### config.mk
export PLATFORM = sky130hd
export DESIGN_NAME = res_out_reader
export DESIGN_NICKNAME = d
export VERILOG_FILES = /design/src/rtl/res_out_reader.sv
export SDC_FILE = /design/constraint.sdc
export NUM_CORES = 1
export LEC_CHECK = 0
export CORE_ASPECT_RATIO = 0.6
export CORE_MARGIN = 2
export CORE_UTILIZATION = 30
export DETAILED_ROUTE_END_ITERATION = 12
export PLACE_DENSITY_LB_ADDON = 0.25
export REMOVE_ABC_BUFFERS = 1
export SLEW_MARGIN = 20
export SYNTH_ARGS = -nofsm -noshare
export SYNTH_HDL_FRONTEND = slang
export SYNTH_SLANG_ARGS = --single-unit
### constraint.sdc
create_clock -name clk -period 2.9 [get_ports clk]
set_input_delay 0.725 -clock clk [delete_from_list [all_inputs] [get_ports clk]]
set_output_delay 0.725 -clock clk [all_outputs]
set_load 0.01 [all_outputs]
### src/rtl/res_out_reader.sv
// res_out_reader: drains res_out_fifo through a 2-entry skid buffer into framed valid/ready beats.
// Build option RES_OUT_READER_CHECKSUM_EN appends an XOR checksum beat to every frame.
module res_out_reader #(
    parameter int DATA_WIDTH       = 32,
    parameter int WORDS_PER_RESULT = 32,
    parameter int CNT_WIDTH        = 6
) (
    input  logic                  clk,
    input  logic                  rst_n,
    input  logic                  fifo_empty,
    input  logic [DATA_WIDTH-1:0] fifo_dout,
    output logic                  fifo_rd_en,
    input  logic                  tx_ready,
    output logic                  tx_valid,
    output logic [DATA_WIDTH-1:0] tx_data,
    output logic                  tx_last,
    output logic                  frame_done,
    output logic [CNT_WIDTH-1:0]  frames_sent,
    output logic                  busy
);

    localparam logic [CNT_WIDTH-1:0] WPR = CNT_WIDTH'(WORDS_PER_RESULT);

    logic [DATA_WIDTH-1:0] skid_q [2];
    logic [DATA_WIDTH-1:0] skid_d [2];
    logic [1:0]            occ_q, occ_d, occ_after_pop;
    logic                  inflight_q, inflight_d;
    logic [CNT_WIDTH-1:0]  issued_q, issued_d;
    logic [CNT_WIDTH-1:0]  sent_q, sent_d;
    logic [CNT_WIDTH-1:0]  frames_q, frames_d;
    logic                  frame_done_q, frame_done_d;
    logic                  pop, push, push_csum, in_data, can_read;
    logic [DATA_WIDTH-1:0] push_word;

    assign tx_valid      = (occ_q != 2'd0);
    assign tx_data       = skid_q[0];
    assign pop           = tx_valid && tx_ready;
    assign occ_after_pop = occ_q - {1'b0, pop};
    assign push          = inflight_q || push_csum;
    assign inflight_d    = fifo_rd_en;

    // Space must exist for the word already in flight plus the new one.
    assign can_read   = ({1'b0, occ_q} + {2'b00, inflight_q}) < (3'd2 + {2'b00, pop});
    // rst_n gates the request so the FIFO sees no pop while the block is held in reset.
    assign fifo_rd_en = rst_n && !fifo_empty && in_data && (issued_q < WPR) && can_read;

    assign busy        = (occ_q != 2'd0) || inflight_q || !(in_data && (issued_q == '0));
    assign frame_done  = frame_done_q;
    assign frames_sent = frames_q;

`ifdef RES_OUT_READER_CHECKSUM_EN
    typedef enum logic {ST_DATA = 1'b0, ST_CSUM = 1'b1} state_e;

    state_e                state_q, state_d;
    logic [DATA_WIDTH-1:0] csum_q, csum_d;
    logic [1:0]            tag_q, tag_d;   // marks which buffer entry holds the checksum

    assign in_data   = (state_q == ST_DATA);
    assign push_csum = (state_q == ST_CSUM) && !inflight_q && (occ_after_pop < 2'd2);
    assign push_word = push_csum ? csum_q : fifo_dout;
    assign tx_last   = tx_valid && tag_q[0];

    always_comb begin
        state_d  = state_q;
        csum_d   = csum_q;
        issued_d = issued_q;
        if (inflight_q) csum_d = csum_q ^ fifo_dout;
        if (fifo_rd_en) issued_d = issued_q + CNT_WIDTH'(1);
        if (state_q == ST_DATA) begin
            if (issued_d == WPR) state_d = ST_CSUM;
        end else if (push_csum) begin
            state_d  = ST_DATA;
            issued_d = '0;
            csum_d   = '0;
        end
    end

    always_comb begin
        tag_d = tag_q;
        if (pop) tag_d = {1'b0, tag_q[1]};
        if (push) tag_d[occ_after_pop[0]] = push_csum;
    end

    always_ff @(posedge clk or negedge rst_n) begin
        if (!rst_n) begin
            state_q <= ST_DATA;
            csum_q  <= '0;
            tag_q   <= '0;
        end else begin
            state_q <= state_d;
            csum_q  <= csum_d;
            tag_q   <= tag_d;
        end
    end
`else
    localparam logic [CNT_WIDTH-1:0] LAST_IDX = CNT_WIDTH'(WORDS_PER_RESULT - 1);

    assign in_data   = 1'b1;
    assign push_csum = 1'b0;
    assign push_word = fifo_dout;
    assign tx_last   = tx_valid && (sent_q == LAST_IDX);

    always_comb begin
        issued_d = issued_q;
        if (fifo_rd_en) issued_d = (issued_q == LAST_IDX) ? '0 : issued_q + CNT_WIDTH'(1);
    end
`endif

    // NOTE: every always_comb target gets a default first, so no path can infer a latch.
    always_comb begin
        skid_d = skid_q;
        occ_d  = occ_after_pop;
        if (pop) skid_d[0] = skid_q[1];
        if (push) begin
            skid_d[occ_after_pop[0]] = push_word;
            occ_d = occ_after_pop + 2'd1;
        end
    end

    always_comb begin
        sent_d       = sent_q;
        frames_d     = frames_q;
        frame_done_d = 1'b0;
        if (pop) begin
            if (tx_last) begin
                sent_d       = '0;
                frames_d     = frames_q + CNT_WIDTH'(1);
                frame_done_d = 1'b1;
            end else begin
                sent_d = sent_q + CNT_WIDTH'(1);
            end
        end
    end

    // NOTE: state registers use non-blocking assignments so all flops update from pre-edge values.
    always_ff @(posedge clk or negedge rst_n) begin
        if (!rst_n) begin
            // NOTE: the two buffer entries are reset because they drive tx_data, which must read 0 in reset.
            skid_q[0]    <= '0;
            skid_q[1]    <= '0;
            occ_q        <= '0;
            inflight_q   <= 1'b0;
            issued_q     <= '0;
            sent_q       <= '0;
            frames_q     <= '0;
            frame_done_q <= 1'b0;
        end else begin
            skid_q       <= skid_d;
            occ_q        <= occ_d;
            inflight_q   <= inflight_d;
            issued_q     <= issued_d;
            sent_q       <= sent_d;
            frames_q     <= frames_d;
            frame_done_q <= frame_done_d;
        end
    end

endmodule

# == Word-level counts from Yosys, hierarchy flattened ==
# Cells that the tools add are included.
# Widths: inputs -> output; s select.
# op_classes
add_sub_neg,7
magnitude_cmp,4
n_eq_ne,2
muxes,10
bitwise_logic,1
n_reduce_logical,13
# ops
operator,count
$bwmux 64,1
$mux 32,2
$mux 64,1
$demux 32 s1,1
$add 6x1->6 const B,3
$eq 6x5->1 const B,2
$mux 6,2
$logic_and 1x1->1,6
$logic_not 6->1,1
$lt 6x6->1 const B,1
$add 2x1->3,1
$add 2x1->3 const A,1
$lt 3x3->1,1
$add 2x1->2 const B,1
$ge 2x2->1 const B,1
$logic_not 1->1,2
$logic_or 1x1->1,2
$lt 2x1->1 const B,1
$mux 1,2
$mux 2,1
$not 1->2,1
$reduce_and 2->1,1
$reduce_bool 2->1,1
$sub 2x1->2,1
# word_totals
reg_bits,86
output_inout_bits,43

# == Logic depth before layout (Yosys ltp) ==
# Gate-level depths: netlist of run 1.
# logic_depth
word_depth,10
depth_mapped,9

# == Worst setup path after synthesis of run 1 ==
# OpenSTA, ideal clock, no wires.
# synth_path
kind,input-to-reg
startpoint,input port tx_ready
endpoint,register with a tool-made name
setup_time_ps,125
arrival_time_ps,2488
required_ps,2775
slack_ps,287
stages,9
cell_sequence,o21ai_2 buf_2 inv_1 ha_1 inv_1 ha_1 clkbuf_1 buf_1 mux2_2
# synth_rtl
element,line_no,text
from (decl),13,"input logic tx_ready,"

# == Worst setup path in the final report of run 1 ==
# layout_path
startpoint,input port tx_ready
endpoint,output port fifo_rd_en
# layout_via
elab_chain_cells,4
# layout_lines
element,line_no,text
$logic_and 1x1->1,37,assign pop = tx_valid && tx_ready;
$add 2x1->3,43,"assign can_read = ({1'b0, occ_q} + {2'b00, inflight_q}) < (3'd2 + {2'b00, pop});"
$lt 3x3->1,43,
$logic_and 1x1->1,45,assign fifo_rd_en = rst_n && !fifo_empty && in_data && (issued_q < WPR) && can_read;
to (decl),12,"output logic fifo_rd_en,"
# No other way between the ends.

==> results of run 1 <==
-- layout make-up --
type / instances / area share, %
clock inverter: 5 / 1.62
tap: 170 / 4.16
timing repair buffer: 90 / 17.5
clock buffer: 11 / 4.75
inverter: 8 / 0.588
sequential: 86 / 42.1
multi-input combinational: 198 / 29.3
-- power groups by stage --
stage               combinational (mW)  sequential [mW]  clock (mW)
floorplan                        0.281             1.33           0
global placement                 0.462             1.34           0
detailed placement               0.471             1.34           0
CTS                              0.476             1.32        1.28
global route                     0.514             1.33        1.33
finish                           0.466             1.32        1.24
-- per-stage QoR --
step | utilization [%] | setup TNS, ns | power (mW) | cells | hold WS (ns)
after floorplan | - | -57.43 | 1.61 | 292 | 0.429
after global placement | 37.1 | -0.109 | 1.80 | 552 | 0.462
after detailed placement | 37.1 | -0.0952 | 1.82 | 552 | 0.469
after CTS | 39.6 | 0 | 3.08 | 568 | 0.426
after global routing | 39.6 | 0 | 3.18 | 568 | 0.438
final | 39.6 | 0 | 3.03 | 568 | 0.424
-- cell usage after synthesis --
cell | n | area, um2
sky130_fd_sc_hd__a21o_1 | 3 | 22.5
sky130_fd_sc_hd__and2_1 | 3 | 18.8
sky130_fd_sc_hd__and3_1 | 3 | 18.8
sky130_fd_sc_hd__buf_1 | 3 | 11.3
sky130_fd_sc_hd__buf_2 | 3 | 15.0
sky130_fd_sc_hd__buf_4 | 33 | 248
sky130_fd_sc_hd__buf_6 | 1 | 11.3
sky130_fd_sc_hd__clkbuf_1 | 8 | 30.0
sky130_fd_sc_hd__dfrtp_1 | 86 | 2150
sky130_fd_sc_hd__ha_1 | 8 | 100
sky130_fd_sc_hd__inv_1 | 8 | 30.0
sky130_fd_sc_hd__mux2_2 | 33 | 372
sky130_fd_sc_hd__mux2_4 | 1 | 15.0
sky130_fd_sc_hd__mux2i_1 | 32 | 320
sky130_fd_sc_hd__nand2_1 | 39 | 146
sky130_fd_sc_hd__nand3_1 | 7 | 35.0
sky130_fd_sc_hd__nand3_2 | 1 | 10.0
sky130_fd_sc_hd__nand4_1 | 2 | 12.5
sky130_fd_sc_hd__nand4b_1 | 1 | 8.76
sky130_fd_sc_hd__nor2_1 | 6 | 22.5
sky130_fd_sc_hd__nor2b_1 | 1 | 6.26
sky130_fd_sc_hd__nor3_1 | 2 | 10.0
sky130_fd_sc_hd__nor3b_1 | 1 | 7.51
sky130_fd_sc_hd__nor4_1 | 3 | 18.8
sky130_fd_sc_hd__nor4b_4 | 1 | 23.8
sky130_fd_sc_hd__o211ai_1 | 1 | 7.51
sky130_fd_sc_hd__o21a_1 | 1 | 7.51
sky130_fd_sc_hd__o21ai_0 | 33 | 165
sky130_fd_sc_hd__o21ai_2 | 1 | 8.76
sky130_fd_sc_hd__o41ai_1 | 1 | 8.76
sky130_fd_sc_hd__or3_1 | 1 | 6.26
sky130_fd_sc_hd__xnor2_1 | 11 | 96.3
sky130_fd_sc_hd__xor2_1 | 2 | 17.5
-- layer usage --
layer,global-route usage (%),vias to the layer above
met5,0,-
met4,2.78,0
met3,5.33,9
met2,16.9,86
met1,17.4,1197
li1,-,1238
-- cell families (layout without fill, tap and decap cells) --
logic type      after synthesis  in the layout  synth area share [%]
flops                        86             86                  54.0
simple gates                 71             71                  8.67
mux                          66             66                  17.7
buf+inv                      56            114                  8.67
compound gates               40             40                  5.53
xor+xnor                     13             13                  2.86
fa+ha+maj                     8              8                  2.51
-- worst max-delay path, delay by kind of cell --
kind,cells,cell delay (ns)
AO/OA/AOI/OAI,2,0.22
AND/OR/NAND/NOR,1,0.06
buffers and inverters,4,0.99
-- what timing repair did --
action,4_1_cts,5_1_grt
gates resized for setup,1,0
hold buffers,0,0
endpoints found under the setup margin,1,0
-- cell usage in the layout, fill, tap and decap left out, types with 2 or more instances in the layout --
master | synthesis | final
sky130_fd_sc_hd__buf_12 | 0 | 2
sky130_fd_sc_hd__and2_1 | 3 | 2
sky130_fd_sc_hd__nor4_1 | 3 | 3
sky130_fd_sc_hd__nand4_1 | 2 | 2
sky130_fd_sc_hd__and3_1 | 3 | 3
sky130_fd_sc_hd__xnor2_1 | 11 | 11
sky130_fd_sc_hd__ha_1 | 8 | 7
sky130_fd_sc_hd__nor2_1 | 6 | 6
sky130_fd_sc_hd__inv_1 | 8 | 8
sky130_fd_sc_hd__xor2_1 | 2 | 2
sky130_fd_sc_hd__clkdlybuf4s50_1 | 0 | 76
sky130_fd_sc_hd__o21ai_0 | 33 | 33
sky130_fd_sc_hd__nand2_1 | 39 | 39
sky130_fd_sc_hd__dfrtp_1 | 86 | 86
sky130_fd_sc_hd__mux2i_1 | 32 | 32
sky130_fd_sc_hd__buf_4 | 33 | 11
sky130_fd_sc_hd__bufinv_16 | 0 | 2
sky130_fd_sc_hd__clkbuf_16 | 0 | 9
sky130_fd_sc_hd__nand3_1 | 7 | 7
sky130_fd_sc_hd__a21o_1 | 3 | 3
sky130_fd_sc_hd__clkinvlp_4 | 0 | 3
sky130_fd_sc_hd__nor3_1 | 2 | 2
sky130_fd_sc_hd__mux2_2 | 33 | 33
-- final timing paths --
| kind | start | to | slack [ns] | cells after the start |
|---|---|---|---|---|
| setup / recovery | tx_ready | fifo_rd_en | 0.16 | 7 |
| hold / removal | rst_n | frames_sent[4]$_DFFE_PN0P_ | 0.42 | 2 |
| setup reg to reg | occ_q[0]$_DFF_PN0_ | flop | 0.81 | 8 |
| hold reg to reg | frames_sent[5]$_DFFE_PN0P_ | frames_sent[5]$_DFFE_PN0P_ | 0.48 | 1 |
| max in group asynchronous | rst_n | tx_data[14]$_DFF_PN0_ | 1.39 | 3 |
| min in group clk | frames_sent[5]$_DFFE_PN0P_ | frames_sent[5]$_DFFE_PN0P_ | 0.48 | 1 |
==> run summary, run 1 <==
- 0.780 — GP Congestion
- 0 — Post-DRT Antenna Nets
- 79 — I/O pin count
- 12.2% — global-route usage over all layers
- 1,232 — # fillers
- 0 — overall overflow remaining after global route
- 0.33 ns — latest clock arrival within the worst-skew pair
- 14,200 um2 — die area
- 657 um — met3 routed wirelength
- 0.753 ns — measured slew at the worst slew-check pin
- primary output — Crit. End Element
- 28.3% — growth of design area from synthesis to finish
- 0 — YS warnings
- 0 — setup repair bufs after CTS
- 2.26 mW — internal cell power
- clkdlybuf4s50_1 > o21ai_4 > o21ai_0 > buf_4 > nand2_1 > inv_1 > dlygate4sd2_1 — cell breakdown of the critical path
- 4 — first-pass detailed-route iteration total
- 592 nW/um2 — power per cell area
- 3 — Worst Path Max Fanout
- 13,600 um — global-route wire length before repair
- 14.2 um — detailed-route wire length per cell
- input port — kind of launch point of the worst setup path
- 2.74 ns — crit path time final
- 4790 um2 — Cell Area, Placed
- 2.17 ns — WP data required
- 16.8% — layout cell share with drive strength beyond 1
- 0.06 ns — Clock transition at path regs
- no — setup repair after global routing missed its margin
- 93.3 um — die boundary height
- 137 — drt first-iter violations
- 61 — pin count of the biggest net entering global routing
- 11.7 um2 — Post-Syn Area per Cell
- 437 — post-layout net count
- 0.766 mW — switching pwr
- 78 — I/O Buffers
- 15.4% — Gate power share
- 0 — ant diodes
- 0.163 ns — PnR worst setup slack
- 3 — CTS H-Tree Depth
- 2,530 — via count
- 2 — Clock Path Buffers
- 153 um — Horiz. Die Dim
- 340 — Cells after Synth
- 0.52 ns — delay of the slowest critical-path stage
- 54.0% — sequential cell area fraction in the yosys report
- 365 MHz — max frequency
- 8080 um — wire length after detailed routing
- completed — result of the run
- 0 — Setup violations, final
- 32 — num rows
- 2.40 nW — Pleak
- input port to asynchronous set/reset pin — hold crit path type
- 5110 um2 — summed area of non-filler cells in the final layout
- -0.0952 ns — worst setup slack after placement
- 33 — number of unique standard cell types used by synthesis
- 86 — total of flip-flops plus latches after synthesis
- 0.000271 V — largest voltage drop on the vdd net
- 49.8% — normalized max-slew margin
- 9 — number of CTS-inserted buffers
- sky130_fd_sc_hd__clkbuf_16 — buffer type at the clock tree root
- 3230 um — met2 routed WL
- 2150 um2 — area occupied by registers
- 4130 um — detailed-route wire length on metal 1
- 5460 um — post-detail-place hpwl
- 94.4% — post-route clock period utilization
- met4 — Top Layer Used
- 1500 um2 — footprint of the multi-input gates
- 2,568 — number of global-route vias before repair
- 0 — number of max-cap violations
- 43.7% — sequential group share of total power
- 0.00718 ns — Worst Skew
- built — CTS tree
- 25.3% — net switching share of the total power
- 0 — DRC violation count after routing
- 40.9% — Clk pwr share
- sky130_fd_sc_hd__clkdlybuf4s50_1 — cell at the slowest stage of the critical path
- 0 — antenna violations before repair
- 4.45 — per-cell via count in the routed design
- 0 — number of hold-slack violations in the final timing report
- 0 — final number of max-transition violations
- 12,900 um2 — Core Box Area
- 86 — clock net sink count
- input port to primary output — Setup Crit Path Kind
- 2.01 ns — Data arrival, critical path
- 3980 um2 — Syn Std Cell Area
- 30.9% — effective utilization at floorplan
Note: power is estimated with default switching activity, not from simulation.
==> run 2, diff against run 1 <==
--- a/config.mk
+++ b/config.mk
@@ -7,11 +7,11 @@
 export LEC_CHECK = 0
 export CORE_ASPECT_RATIO = 0.6
 export CORE_MARGIN = 2
-export CORE_UTILIZATION = 30
+export CORE_UTILIZATION = 52
 export DETAILED_ROUTE_END_ITERATION = 12
+export GPL_TIMING_DRIVEN = 0
 export PLACE_DENSITY_LB_ADDON = 0.25
 export REMOVE_ABC_BUFFERS = 1
-export SLEW_MARGIN = 20
 export SYNTH_ARGS = -nofsm -noshare
 export SYNTH_HDL_FRONTEND = slang
 export SYNTH_SLANG_ARGS = --single-unit
==> run 2 against run 1 <==
Compared with the run above: die area fell by 41%; clock power barely moved; clock skew fell by 0.0028 ns; flip-flop and latch count did not move; via count fell by 0.16%; sequential share of layout area rose by 0.24 points; non-clock buffer count fell by 1; critical path depth fell by 3; worst hold slack got worse by 0.12 ns; global-route usage rose by 7.1 points; count of clock-buffer cells in the layout rose by 1; critical endpoint is now tx_last; highest routed layer unchanged.
==> run summary, run 2 (same netlist as run 1, synthesis figures left out) <==
- 61 — pin count of the biggest net entering global routing, unchanged
- 0.490 ns — measured slew at the worst slew-check pin, -0.264 ns
- 54.1% — effective utilization at floorplan, +23 points
- 1520 um2 — footprint of the multi-input gates, +1.4%
- 79 — I/O pin count, unchanged
- 121 — drt first-iter violations, -12%
- 2.08 ns — Data arrival, critical path, +0.07 ns
- 0 — DRC violation count after routing, unchanged
- 2,526 — via count, -0.16%
- 69.1% — Finished Core Util, +29 points
- 17.4% — layout cell share with drive strength beyond 1, +0.55 points
- 0.00440 ns — Worst Skew, -0.00279 ns
- 78 — I/O Buffers, unchanged
- 2.17 ns — WP data required, about the same
- 39.5% — Clk pwr share, -1.4 points
- 42.9% — sequential group share of total power, -0.8 points
- 27.6% — growth of design area from synthesis to finish
- 5.04 — per-cell via count in the routed design, +13%
- 0 — Post-CTS Hold Buffers, unchanged
- 0 — number of max-cap violations, unchanged
- 19.3% — global-route usage over all layers, +7.1 points
- 478 — Placed Instances, -13%
- primary output — Crit. End Element
- 71.8 um — die boundary height, -23%
- 15.1 um — detailed-route wire length per cell, +5.8%
- flop — kind of launch point of the worst setup path
- 4690 um2 — Cell Area, Placed, -2.0%
- 2 — Clock Path Buffers, unchanged
- 67.4% — normalized max-slew margin, +18 points
- 24 — num rows, -25%
- 541 — # fillers, -56%
- 5060 um — post-detail-place hpwl, -7.4%
- 96.7% — post-route clock period utilization, +2.3 points
- sky130_fd_sc_hd__dfrtp_1 — commonest non-fill, non-tap cell in the layout
- 17.6% — Gate power share, +2.2 points
- 0.06 ns — Clock transition at path regs, about the same
- 9 — number of CTS-inserted buffers, unchanged
- 0 — number of hold-slack violations in the final timing report, unchanged
- sky130_fd_sc_hd__clkbuf_16 — buffer type at the clock tree root
- 0 — overall overflow remaining after global route, unchanged
- 8400 um2 — die area, -41%
- 0.22 ns — worst reg-to-reg setup slack, -0.59 ns
- 85 x sky130_fd_sc_hd__dfrtp_1, 75 x sky130_fd_sc_hd__clkdlybuf4s50_1, 38 x sky130_fd_sc_hd__nand2_1 — most frequent cells in the layout
- 357 MHz — max frequency, -2.4%
- 5080 um2 — summed area of non-filler cells in the final layout, -0.51%
- 2.31 mW — internal cell power, +2.2%
- 0.000473 V — largest voltage drop on the vdd net, +74%
- built — CTS tree
- 436 — post-layout net count, -0.23%
- flop to primary output — Setup Crit Path Kind
- 7360 um2 — Core Box Area, -43%
- 10 — path depth of the worst reg2reg path, +2
- 117 um — Horiz. Die Dim, -23%
- 24.7% — net switching share of the total power, -0.61 points
- 0 — final number of max-transition violations, unchanged
- 2.80 ns — crit path time final, +0.0662 ns
- 0 — antenna violations before repair, unchanged
- 0 — ant diodes, unchanged
- 0.758 mW — switching pwr, -1.0%
- 2,483 — number of global-route vias before repair, -3.3%
- 2.43 nW — Pleak, +1.1%
- 0.755 — GP Congestion, -3.2%
- 12,100 um — global-route wire length before repair, -11%
- input port to asynchronous set/reset pin — hold crit path type
- 604 nW/um2 — power per cell area, +1.9%
- 5 — Worst Path Max Fanout, +2
- occ_q[0]$_DFF_PN0_ — Worst R2R Start
- 2150 um2 — area occupied by registers, about the same
- completed — result of the run
- 0 — Setup violations, final, unchanged
- 0 — Post-DRT Antenna Nets, unchanged
- 3 — CTS H-Tree Depth, unchanged
- 501 — Final Non-Filler Cells, -12%
- 86 — clock net sink count, unchanged
- 4 — first-pass detailed-route iteration total, unchanged
- 7550 um — wire length after detailed routing, -6.7%
- 0.33 ns — latest clock arrival within the worst-skew pair, about the same
-- run 2: worst max-delay path by stage --
stage | startpoint | to | slack, ns | cells after the start
finish | sent_q[0]$_DFFE_PN0P_ | tx_last | 0.1 | 4
global route | sent_q[0]$_DFFE_PN0P_ | tx_last | -0.01 | 4
CTS | sent_q[0]$_DFFE_PN0P_ | tx_last | 0.03 | 4
detailed placement | tx_ready | flop | -0.86 | 9
global placement | rst_n | fifo_rd_en | -3.17 | 5
floorplan | occ_q[0]$_DFF_PN0_ | flop | -0.91 | 6
-- run 2: worst max-delay path: stages (launching register included) --
cell and delay [ns]:
sky130_fd_sc_hd__dfrtp_1 0.40, sky130_fd_sc_hd__ha_1 0.21, sky130_fd_sc_hd__nand3_2 0.12, sky130_fd_sc_hd__nor4b_4 0.41, sky130_fd_sc_hd__clkdlybuf4s50_1 0.61
-- run 2: power groups by stage --
stage	Combinational (mW)	Clock (mW)	Sequential [mW]
after floorplan	0.281	0	1.33
after global placement	0.436	0	1.34
after detailed placement	0.490	0	1.34
after CTS	0.545	1.24	1.31
after global routing	0.589	1.30	1.32
final	0.541	1.21	1.32
-- run 2: metal layers --
layer | track usage [%] | up-vias | routed length (um)
met3 | 7.11 | 10 | 475
li1 | - | 1232 | -
met1 | 26.8 | 1225 | 3610
met5 | 0 | - | 0
met2 | 28.4 | 59 | 3360
met4 | 6.27 | 0 | 103
-- run 2: area by class of cell --
class / instances / share of cell area, %
clock inverter: 4 / 1.38
sequential: 86 / 42.4
timing repair buffer: 89 / 18.4
tap: 104 / 2.56
multi-input combinational: 198 / 29.9
clock buffer: 12 / 4.85
inverter: 8 / 0.591
-- run 2: metrics by stage --
step	power [mW]	hold WS (ns)	setup slack (ns)	TNS, ns
6_report	3.07	0.301	0.0967	0
3_3_place_gp	1.77	0.467	-3.17	-328.56
4_1_cts	3.10	0.310	0.0339	0
2_1_floorplan	1.61	0.429	-0.906	-57.43
3_5_place_dp	1.83	0.473	-0.855	-33.93
5_1_grt	3.21	0.320	-0.0118	-0.0118
-- run 2: timing repair --
action / CTS / global route
pin swaps: 0 / 1
setup buffers: 4 / 3
endpoints found under the setup margin: 33 / 1
gates resized for setup: 9 / 0
hold endpoints to repair: 0 / 0
==> run 3, diff against run 2 <==
==> constraint.sdc (replaced) <==
create_clock -name clk -period 2.9 [get_ports clk]
set_input_delay 0.58 -clock clk [delete_from_list [all_inputs] [get_ports clk]]
set_output_delay 0.58 -clock clk [all_outputs]
set_load 0.01 [all_outputs]
==> run 3 against run 2 <==
Compared with the run above: sequential share of layout area increased by 0.30 points; worst setup slack better by 0.028 ns; maximum frequency up 1.0%; largest power group unchanged; critical path type is now input port to flop; count of clock-buffer cells in the layout unchanged; register-to-register slack better by 0.13 ns; combinational power down 4.6%.
==> run summary, run 3 (same netlist as run 1, synthesis figures left out) <==
- 86 — clock net sink count, unchanged
- 2 — Clock Path Buffers, unchanged
- 8 — path depth of the worst reg2reg path, -2
- 16.8% — layout cell share with drive strength beyond 1, -0.54 points
- 105 — drt first-iter violations, -13%
- 7360 um2 — Core Box Area, unchanged
- 0.755 — GP Congestion, unchanged
- 0.06 ns — Clock transition at path regs, about the same
- flop — Crit. End Element
- 0.00500 ns — Worst Skew, +0.000609 ns
- 360 MHz — max frequency, +1.0%
- 0.575 ns — measured slew at the worst slew-check pin, +0.0853 ns
- input port to asynchronous set/reset pin — hold crit path type
- 5.08 — per-cell via count in the routed design, +0.73%
- 78 — I/O Buffers, unchanged
- 0 — DRC violation count after routing, unchanged
- 2,519 — via count, -0.28%
- 0.51 ns — delay of the slowest critical-path stage, -0.10 ns
- 0 — Post-DRT Antenna Nets, unchanged
- input port — kind of launch point of the worst setup path
- 32 — Worst Path Max Fanout, +27
- 9 — number of CTS-inserted buffers, unchanged
- 19.3% — global-route usage over all layers, about the same
- built — CTS tree
- 604 nW/um2 — power per cell area, +0.12%
- 95.7% — post-route clock period utilization, -0.98 points
- 71.8 um — die boundary height, unchanged
- sky130_fd_sc_hd__clkbuf_16 — buffer type at the clock tree root
- 0 — antenna violations before repair, unchanged
- 5060 um — post-detail-place hpwl, unchanged
- 5 — Crit path buffers/inverters, +4
- 8400 um2 — die area, unchanged
- sky130_fd_sc_hd__dfrtp_1 — commonest non-fill, non-tap cell in the layout
- 547 — # fillers, +1.1%
- 0 — final number of max-transition violations, unchanged
- 3 — CTS H-Tree Depth, unchanged
- 2.41 nW — Pleak, -0.63%
- 54.1% — effective utilization at floorplan, unchanged
- 0 — Post-CTS Hold Buffers, unchanged
- 0.34 ns — latest clock arrival within the worst-skew pair, about the same
- input port to flop — Setup Crit Path Kind
- 0 — overall overflow remaining after global route, unchanged
- 0 — number of hold-slack violations in the final timing report, unchanged
- 84 x sky130_fd_sc_hd__dfrtp_1, 76 x sky130_fd_sc_hd__clkdlybuf4s50_1, 38 x sky130_fd_sc_hd__nand2_1 — most frequent cells in the layout
- 15.1 um — detailed-route wire length per cell, +0.31%
- 79 — I/O pin count, unchanged
- completed — result of the run
- 0 — ant diodes, unchanged
- 26.8% — growth of design area from synthesis to finish
- 3.12 ns — WP data required, +0.95 ns
- no — setup repair after global routing missed its margin
- 431 — post-layout net count, -1.1%
- occ_q[1]$_DFF_PN0_ — Worst R2R Start
- 5050 um2 — summed area of non-filler cells in the final layout, -0.64%
- 2.99 ns — Data arrival, critical path, +0.91 ns
- 24 — num rows, unchanged
- 4690 um2 — Cell Area, Placed, unchanged
- buffers and inverters — family of cells with the greatest summed delay on the critical path
- 7490 um — wire length after detailed routing, -0.69%
- 2.77 ns — crit path time final, -0.0285 ns
- 0 — number of max-cap violations, unchanged
- sky130_fd_sc_hd__clkdlybuf4s50_1 — cell at the slowest stage of the critical path
- 61 — pin count of the biggest net entering global routing, unchanged
- 0.35 ns — worst reg-to-reg setup slack, +0.13 ns
- 61.7% — normalized max-slew margin, -5.7 points
- 1520 um2 — footprint of the multi-input gates, +0.16%
- 117 um — Horiz. Die Dim, unchanged
- 0 — Setup violations, final, unchanged
- 12,100 um — global-route wire length before repair, -0.12%
- 0.240 ns — Final Hold Slack, -0.0610 ns
- 0.000473 V — largest voltage drop on the vdd net, about the same
- 2,475 — number of global-route vias before repair, -0.32%
- 4 — first-pass detailed-route iteration total, unchanged
- 2150 um2 — area occupied by registers, about the same
- clkdlybuf4s50_1 > o21ai_4 > buf_16 > buf_16 > inv_1 > ha_1 > inv_1 > ha_4 > mux2_2 — cell breakdown of the critical path
## run 3: changes by cell type in the layout (fill, tap and decap cells not counted), sizes merged
cell	previous run	this run
dlygate4sd2	2	0
clkdlybuf4s50	75	76
dlymetal6s2s	0	1
buf	12	7
## run 3: per-stage QoR
step           std cells  total power [mW]  utilization, %  TNS [ns]  worst slack [ns]
3_3_place_gp         474              1.77            62.2   -314.79             -2.88
4_1_cts              496              3.08            68.5         0            0.0191
5_1_grt              496              3.19            68.7         0            0.0121
3_5_place_dp         478              1.83            63.8    -24.65            -0.710
6_report             496              3.05            68.7         0             0.125
2_1_floorplan        292              1.61               -    -57.29            -0.906
## run 3: how the worst max path moves through the flow
stage	to	slack, ns	startpoint	cells past startpoint
floorplan	flop	-0.91	occ_q[0]$_DFF_PN0_	6
global placement	fifo_rd_en	-2.88	rst_n	5
detailed placement	flop	-0.71	tx_ready	9
CTS	fifo_rd_en	0.02	inflight_q$_DFF_PN0_	7
global route	flop	0.01	tx_ready	9
finish	flop	0.13	tx_ready	9
## run 3: cell type report
cell class | count | share of cell area [%]
clock buffers | 12 | 4.88
well taps | 104 | 2.58
inverters | 8 | 0.595
multi-input cells | 198 | 30.1
repair buffers | 84 | 17.8
flip-flops and latches | 86 | 42.7
clock inverters | 4 | 1.39
## run 3: repair_timing
item                                    CTS  global route
endpoints found under the setup margin   33             1
resized for setup                         3             6
buffers inserted                          2             0
## run 3: power breakdown
| part | internal (mW) | total [mW] | switching, mW |
|---|---|---|---|
| clock network | 0.775 | 1.21 | 0.438 |
| registers | 1.26 | 1.32 | 0.0664 |
| logic | 0.264 | 0.516 | 0.251 |
| total | 2.30 | 3.05 | 0.756 |
## run 3: layer usage
| layer | part of all wire (%) | global-route usage (%) | routed length [um] |
|---|---|---|---|
| met1 | 48 | 26.6 | 3570 |
| met2 | 45 | 28.6 | 3340 |
| met3 | 6.5 | 7.11 | 486 |
| met4 | 1.4 | 6.27 | 103 |
| met5 | 0 | 0 | 0 |
==> RTL change 1 (flow settings as in run 3) <==
Build with the macro `RES_OUT_READER_CHECKSUM_EN` defined.
--- a/src/rtl/res_out_reader.sv
+++ b/src/rtl/res_out_reader.sv
@@ -2,2 +2,4 @@
 // Build option RES_OUT_READER_CHECKSUM_EN appends an XOR checksum beat to every frame.
+`define RES_OUT_READER_CHECKSUM_EN
+
 module res_out_reader #(
Function: no difference found for any inputs over 10 cycles, from zero or initial values and one cycle with rst_n low; that may be too few to reach the edited logic, so the function may still have changed.
==> RTL change 1 against run 3 <==
- hold slack got worse by 0.067 ns
- sequential share of layout area fell by 2.5 points
- sequential cell count rose by 29
- register-to-register slack got worse by 0.08 ns
- area after synthesis rose by 41%
- wire length rose by 68%
- worst setup slack got worse by 0.081 ns
- cell area rose by 42%
- power rose to 2.6 times the old value
- non-clock buffer count rose by 13
==> RTL change 1: results (changes against run 3) <==
[drt]
firstDrtPassIters=6  ; was 4
num_vias=3806  ; was 2519
wirelength_met1_mm=5.78  ; was 3.57 mm
wl_met3_um=891  ; was 486 um
wire_per_inst_um=17.4  ; was 15.1 um
met2_wirelength_mm=5.80  ; was 3.34 mm
drt_iter0_drc=162  ; was 105

[global_route]
grt_pass1_wl_mm=20.4  ; was 12.1 mm
grt_start_max_net_pins=52  ; was 61
grt_usage=0.228  ; was 0.193
grt_pass1_vias=4020  ; was 2475

[layout]
finalNetCount=614  ; was 431
layout-drive-gt1-share=0.113  ; was 0.168
nFillCells=798  ; was 547

[placed_design]
gp_congestion=0.817  ; was 0.755
dp_hpwl_mm=6.73  ; was 5.06 mm
detailedPlace.worstSlack_ns=-1.16  ; was -0.710 ns

[cts]
clk_latency_ns=0.40  ; was 0.34 ns
cts_inserted_buffers=17  ; was 9

[sta]
fin_crit_sh=0.985  ; was 0.957
skew_ns=0.00690  ; was 0.00500 ns
hold_ws_ns=0.172  ; was 0.240 ns
relSlewSlack=0.574  ; was 0.617

[critical_path]
worstPathArrival_ns=2.28  ; was 2.99 ns
cpPeakStageDelay_ns=0.55  ; was 0.51 ns
r2r_setup_slack_ns=0.27  ; was 0.35 ns
cp_max_fo=11  ; was 32

[status]
outcome=finished clean  ; unchanged

[power]
ir_drop_v=0.000539  ; was 0.000473 V

[logic_synthesis]
synthTopCellsByCount=dfrtp_1 (115), mux2i_1 (97), nor2_1 (71), nand2_1 (40), xor2_1 (35)  ; was dfrtp_1 (86), nand2_1 (39), buf_4 (33), mux2_2 (33), o21ai_0 (33)
synth_area_leaders=dfrtp_1 (51%), mux2i_1 (17%), xor2_1 (5.5%)  ; was dfrtp_1 (54%), mux2_2 (9.3%), mux2i_1 (8.0%)
seq_area_frac_synth=0.512  ; was 0.540

RTL change 1: changes by cell type in the layout (fill, tap and decap cells not counted), sizes merged, moves of 29 or more:
cell	before	now
mux2	34	1
mux2i	32	97
nor2	6	76
xor2	2	35
a21oi	0	33
dfrtp	86	115
o21ai	34	4
RTL change 1: cell families (layout without fill, tap and decap cells):
group / Yosys count / after routing / synth area share
buffers and inverters: 68 / 137 / 0.0782
XOR/XNOR: 42 / 42 / 0.0655
AND/OR/NAND/NOR: 134 / 137 / 0.104
AO/OA/AOI/OAI: 47 / 47 / 0.0497
multiplexers: 98 / 98 / 0.175
adder cells (fa/ha/maj): 7 / 7 / 0.0156
flip-flops: 115 / 115 / 0.512
RTL change 1: area by class of cell:
class | count | area (um2) | share of cell area
clock inverter | 10 | 156 | 0.0218
inverter | 9 | 33.8 | 0.00470
sequential | 115 | 2880 | 0.401
clock buffer | 21 | 460 | 0.0641
timing repair buffer | 97 | 1080 | 0.150
multi-input combinational | 331 | 2400 | 0.334
tap | 139 | 174 | 0.0242
RTL change 1: final timing paths:
kind,start,to,depth (start not counted)
max in group asynchronous,rst_n,csum_q[27],2
worst max register to register,occ_q[1],flop,12
worst max-delay path,tx_ready,fifo_rd_en,6
min in group clk,frames_sent[5],frames_sent[5],1
worst min-delay path,rst_n,inflight_q,2
worst min register to register,frames_sent[5],frames_sent[5],1
RTL change 1: power breakdown:
part	internal, mW	total (mW)	leakage, nW	switching [mW]
sequential	2.39	2.91	1.34	0.517
clock	1.47	2.17	0.303	0.695
combinational	1.42	2.72	1.60	1.31
total	5.28	7.80	3.24	2.52
RTL change 1: per-layer routing:
metal,GRT usage,up-vias
met5,0,-
met4,0.0584,0
met3,0.0924,11
met2,0.359,108
met1,0.298,1879
li1,-,1808
RTL change 1: worst max-delay path, delay by kind of cell:
family / cells / cell delay, ns
buffers and inverters: 3 / 1.26
AOI/OAI and AO/OA: 2 / 0.32
and+or+nand+nor: 1 / 0.11
RTL change 1: through the flow:
step	cell area (um2)	instances
floorplan	5210	452
global placement	6170	669
detailed placement	6290	673
CTS	7170	722
global route	7180	722
finish	7180	722
RTL change 1: what timing repair did:
item / in CTS / in global routing
endpoints found under the hold margin: 8 / 0
gates resized for setup: 8 / 4
gates cloned: 4 / 0
pin swaps: 6 / 1
hold buffers: 2 / 0
setup buffers: 12 / 0
endpoints found under the setup margin: 106 / 21
==> RTL change 2 (flow settings as in run 3) <==
Without the edit above. The parameter `DATA_WIDTH` goes from 32 to 64.
--- a/src/rtl/res_out_reader.sv
+++ b/src/rtl/res_out_reader.sv
@@ -3,3 +3,3 @@
 module res_out_reader #(
-    parameter int DATA_WIDTH       = 32,
+    parameter int DATA_WIDTH       = 64,
     parameter int WORDS_PER_RESULT = 32,
Ports: changed (resized fifo_dout and tx_data); port bits go from 79 to 143. The function was not compared with the original's and may differ.
==> RTL change 2 against run 3 <==
- die area rose by 69%
- count of clock-buffer cells in the layout rose by 8
- clock power increased by 97%
- area after synthesis up 72%
- cell area is 73% higher
- wire length increased by 83%
- power rose by 76%
- sequential cell count rose by 64
- worst setup slack got worse by 0.0013 ns
==> RTL change 2: results (changes against run 3) <==
[placed_design]
io_buffers=142  ; was 78
gp_congestion=0.772  ; was 0.755
dp_hpwl_mm=8.98  ; was 5.06 mm
dp.cells=805  ; was 478
postPlaceCellArea_mm2=0.00805  ; was 0.00469 mm2

[critical_path]
timing.rr.start=occ_q[0]  ; was occ_q[1]
critPathLaunch=sent_q[0]  ; was tx_ready
cpPeakStageDelay_ns=0.55  ; was 0.51 ns
crit_path_end=tx_last
crit_slowest_cell=clkdlybuf4s50_1  ; unchanged
crit_family=simple AND/OR/NAND/NOR gates  ; was buffers and inverters
cp_max_fo=4  ; was 32
r2r_cells=8  ; unchanged
r2r_setup_slack_ns=0.25  ; was 0.35 ns

[cts]
ctsLongestPathBuffers=2  ; unchanged
clk_latency_ns=0.40  ; was 0.34 ns
path_clk_slew_ns=0.06  ; about the same
post_cts_resized=3  ; unchanged
cts_setup_buffers=1  ; was 2
cts_htree_levels=4  ; was 3
cts_inserted_buffers=17  ; was 9
root_buffer=clkbuf_16  ; unchanged

[logic_synthesis]
synthTopCellsByCount=dfrtp_1 (150), nand2_1 (76), buf_4 (69), mux2_2 (67), mux2i_1 (64)  ; was dfrtp_1 (86), nand2_1 (39), buf_4 (33), mux2_2 (33), o21ai_0 (33)
yosysWarnings=0  ; unchanged
yosysUniqueCellTypes=34  ; was 33
synth_area_leaders=dfrtp_1 (55%), mux2_2 (11%), mux2i_1 (9.3%)  ; was dfrtp_1 (54%), mux2_2 (9.3%), mux2i_1 (8.0%)
synth_async_sr_flop_share=1.00  ; unchanged
postSynthAreaPerCell_um2=11.9  ; was 11.7 um2
synth_ff_type=dfrtp_1  ; unchanged
seq_area_frac_synth=0.547  ; was 0.540

[global_route]
grt_overflow=0  ; unchanged
grt_pass1_wl_mm=22.7  ; was 12.1 mm
grt_usage=0.202  ; was 0.193
grt_start_max_net_pins=81  ; was 61
grt_pass1_vias=4439  ; was 2475
antenna_found_initial=0  ; unchanged

[power]
power.leakage_nw=4.17  ; was 2.41 nW
switching_share=0.241  ; was 0.248
ir_drop_v=0.000452  ; was 0.000473 V

[drt]
drt_iter0_drc=282  ; was 105
firstDrtPassIters=4  ; unchanged
wire_per_inst_um=16.3  ; was 15.1 um
finalWirelength_mm=13.7  ; was 7.49 mm
ant_nets=0  ; unchanged
post_drt_via_cell_ratio=5.20  ; was 5.08

[layout]
diodes=0  ; unchanged
finalNetCount=734  ; was 431
layout-drive-gt1-share=0.170  ; was 0.168

[hold_path]
hp-class=in2async  ; unchanged

[sta]
setup_violations=0  ; unchanged
skew_ns=0.00913  ; was 0.00500 ns
hold_ws_ns=0.0572  ; was 0.240 ns
worstMarginPinSlew_ns=0.575  ; about the same

[status]
outcome=finished clean  ; unchanged

[die]
rows=32  ; was 24

RTL change 2: cell count changes in the layout (fill, tap and decap cells not counted), sizes merged, moves of 3 or more:
| cell | change |
|---|---|
| bufinv | +3 |
| buf | +5 |
| mux2i | +32 |
| nand2 | +38 |
| mux2 | +33 |
| clkbuf | +8 |
| clkdlybuf4s50 | +64 |
| o21ai | +33 |
| dfrtp | +64 |
RTL change 2: area by class of cell:
class,instances,area (um2)
Sequential cell,150,3750
Clock inverter,12,201
Fill cell,927,4120
Tap cell,170,213
Clock buffer,20,437
Multi-Input combinational cell,328,2460
Inverter,8,30.0
Timing Repair Buffer,153,1640
RTL change 2: per-layer routing:
metal  track usage  share of wire  routed length, um
met5             0              0                  0
met1         0.272           0.46               6260
met4        0.0483         0.0060                 82
met3        0.0728          0.084               1150
met2         0.316           0.45               6230
RTL change 2: logic make-up after synthesis:
logic type | Yosys count | share of synthesized area
AOI/OAI and AO/OA | 74 | 0.0572
xor gates and xnor gates | 11 | 0.0140
adders and majority gates | 8 | 0.0146
buffers and inverters | 101 | 0.0981
DFF | 150 | 0.547
muxes | 131 | 0.203
and+or+nand+nor | 104 | 0.0662
RTL change 2: through the flow:
step	utilization	setup slack (ns)	total power [mW]	TNS, ns
2_1_floorplan	-	-5.67	2.73	-766.49
3_3_place_gp	0.611	-9.13	3.03	-1921.95
3_5_place_dp	0.627	-0.440	3.01	-27.54
4_1_cts	0.678	0.0810	5.41	0
5_1_grt	0.680	0.0475	5.59	0
6_report	0.680	0.124	5.36	0
RTL change 2: power groups by stage:
stage	Clock, mW	Combinational (mW)	Sequential (mW)
after floorplan	0	0.493	2.24
after global placement	0	0.781	2.25
after detailed placement	0	0.747	2.26
after CTS	2.43	0.754	2.22
after global routing	2.54	0.822	2.23
final	2.38	0.761	2.23
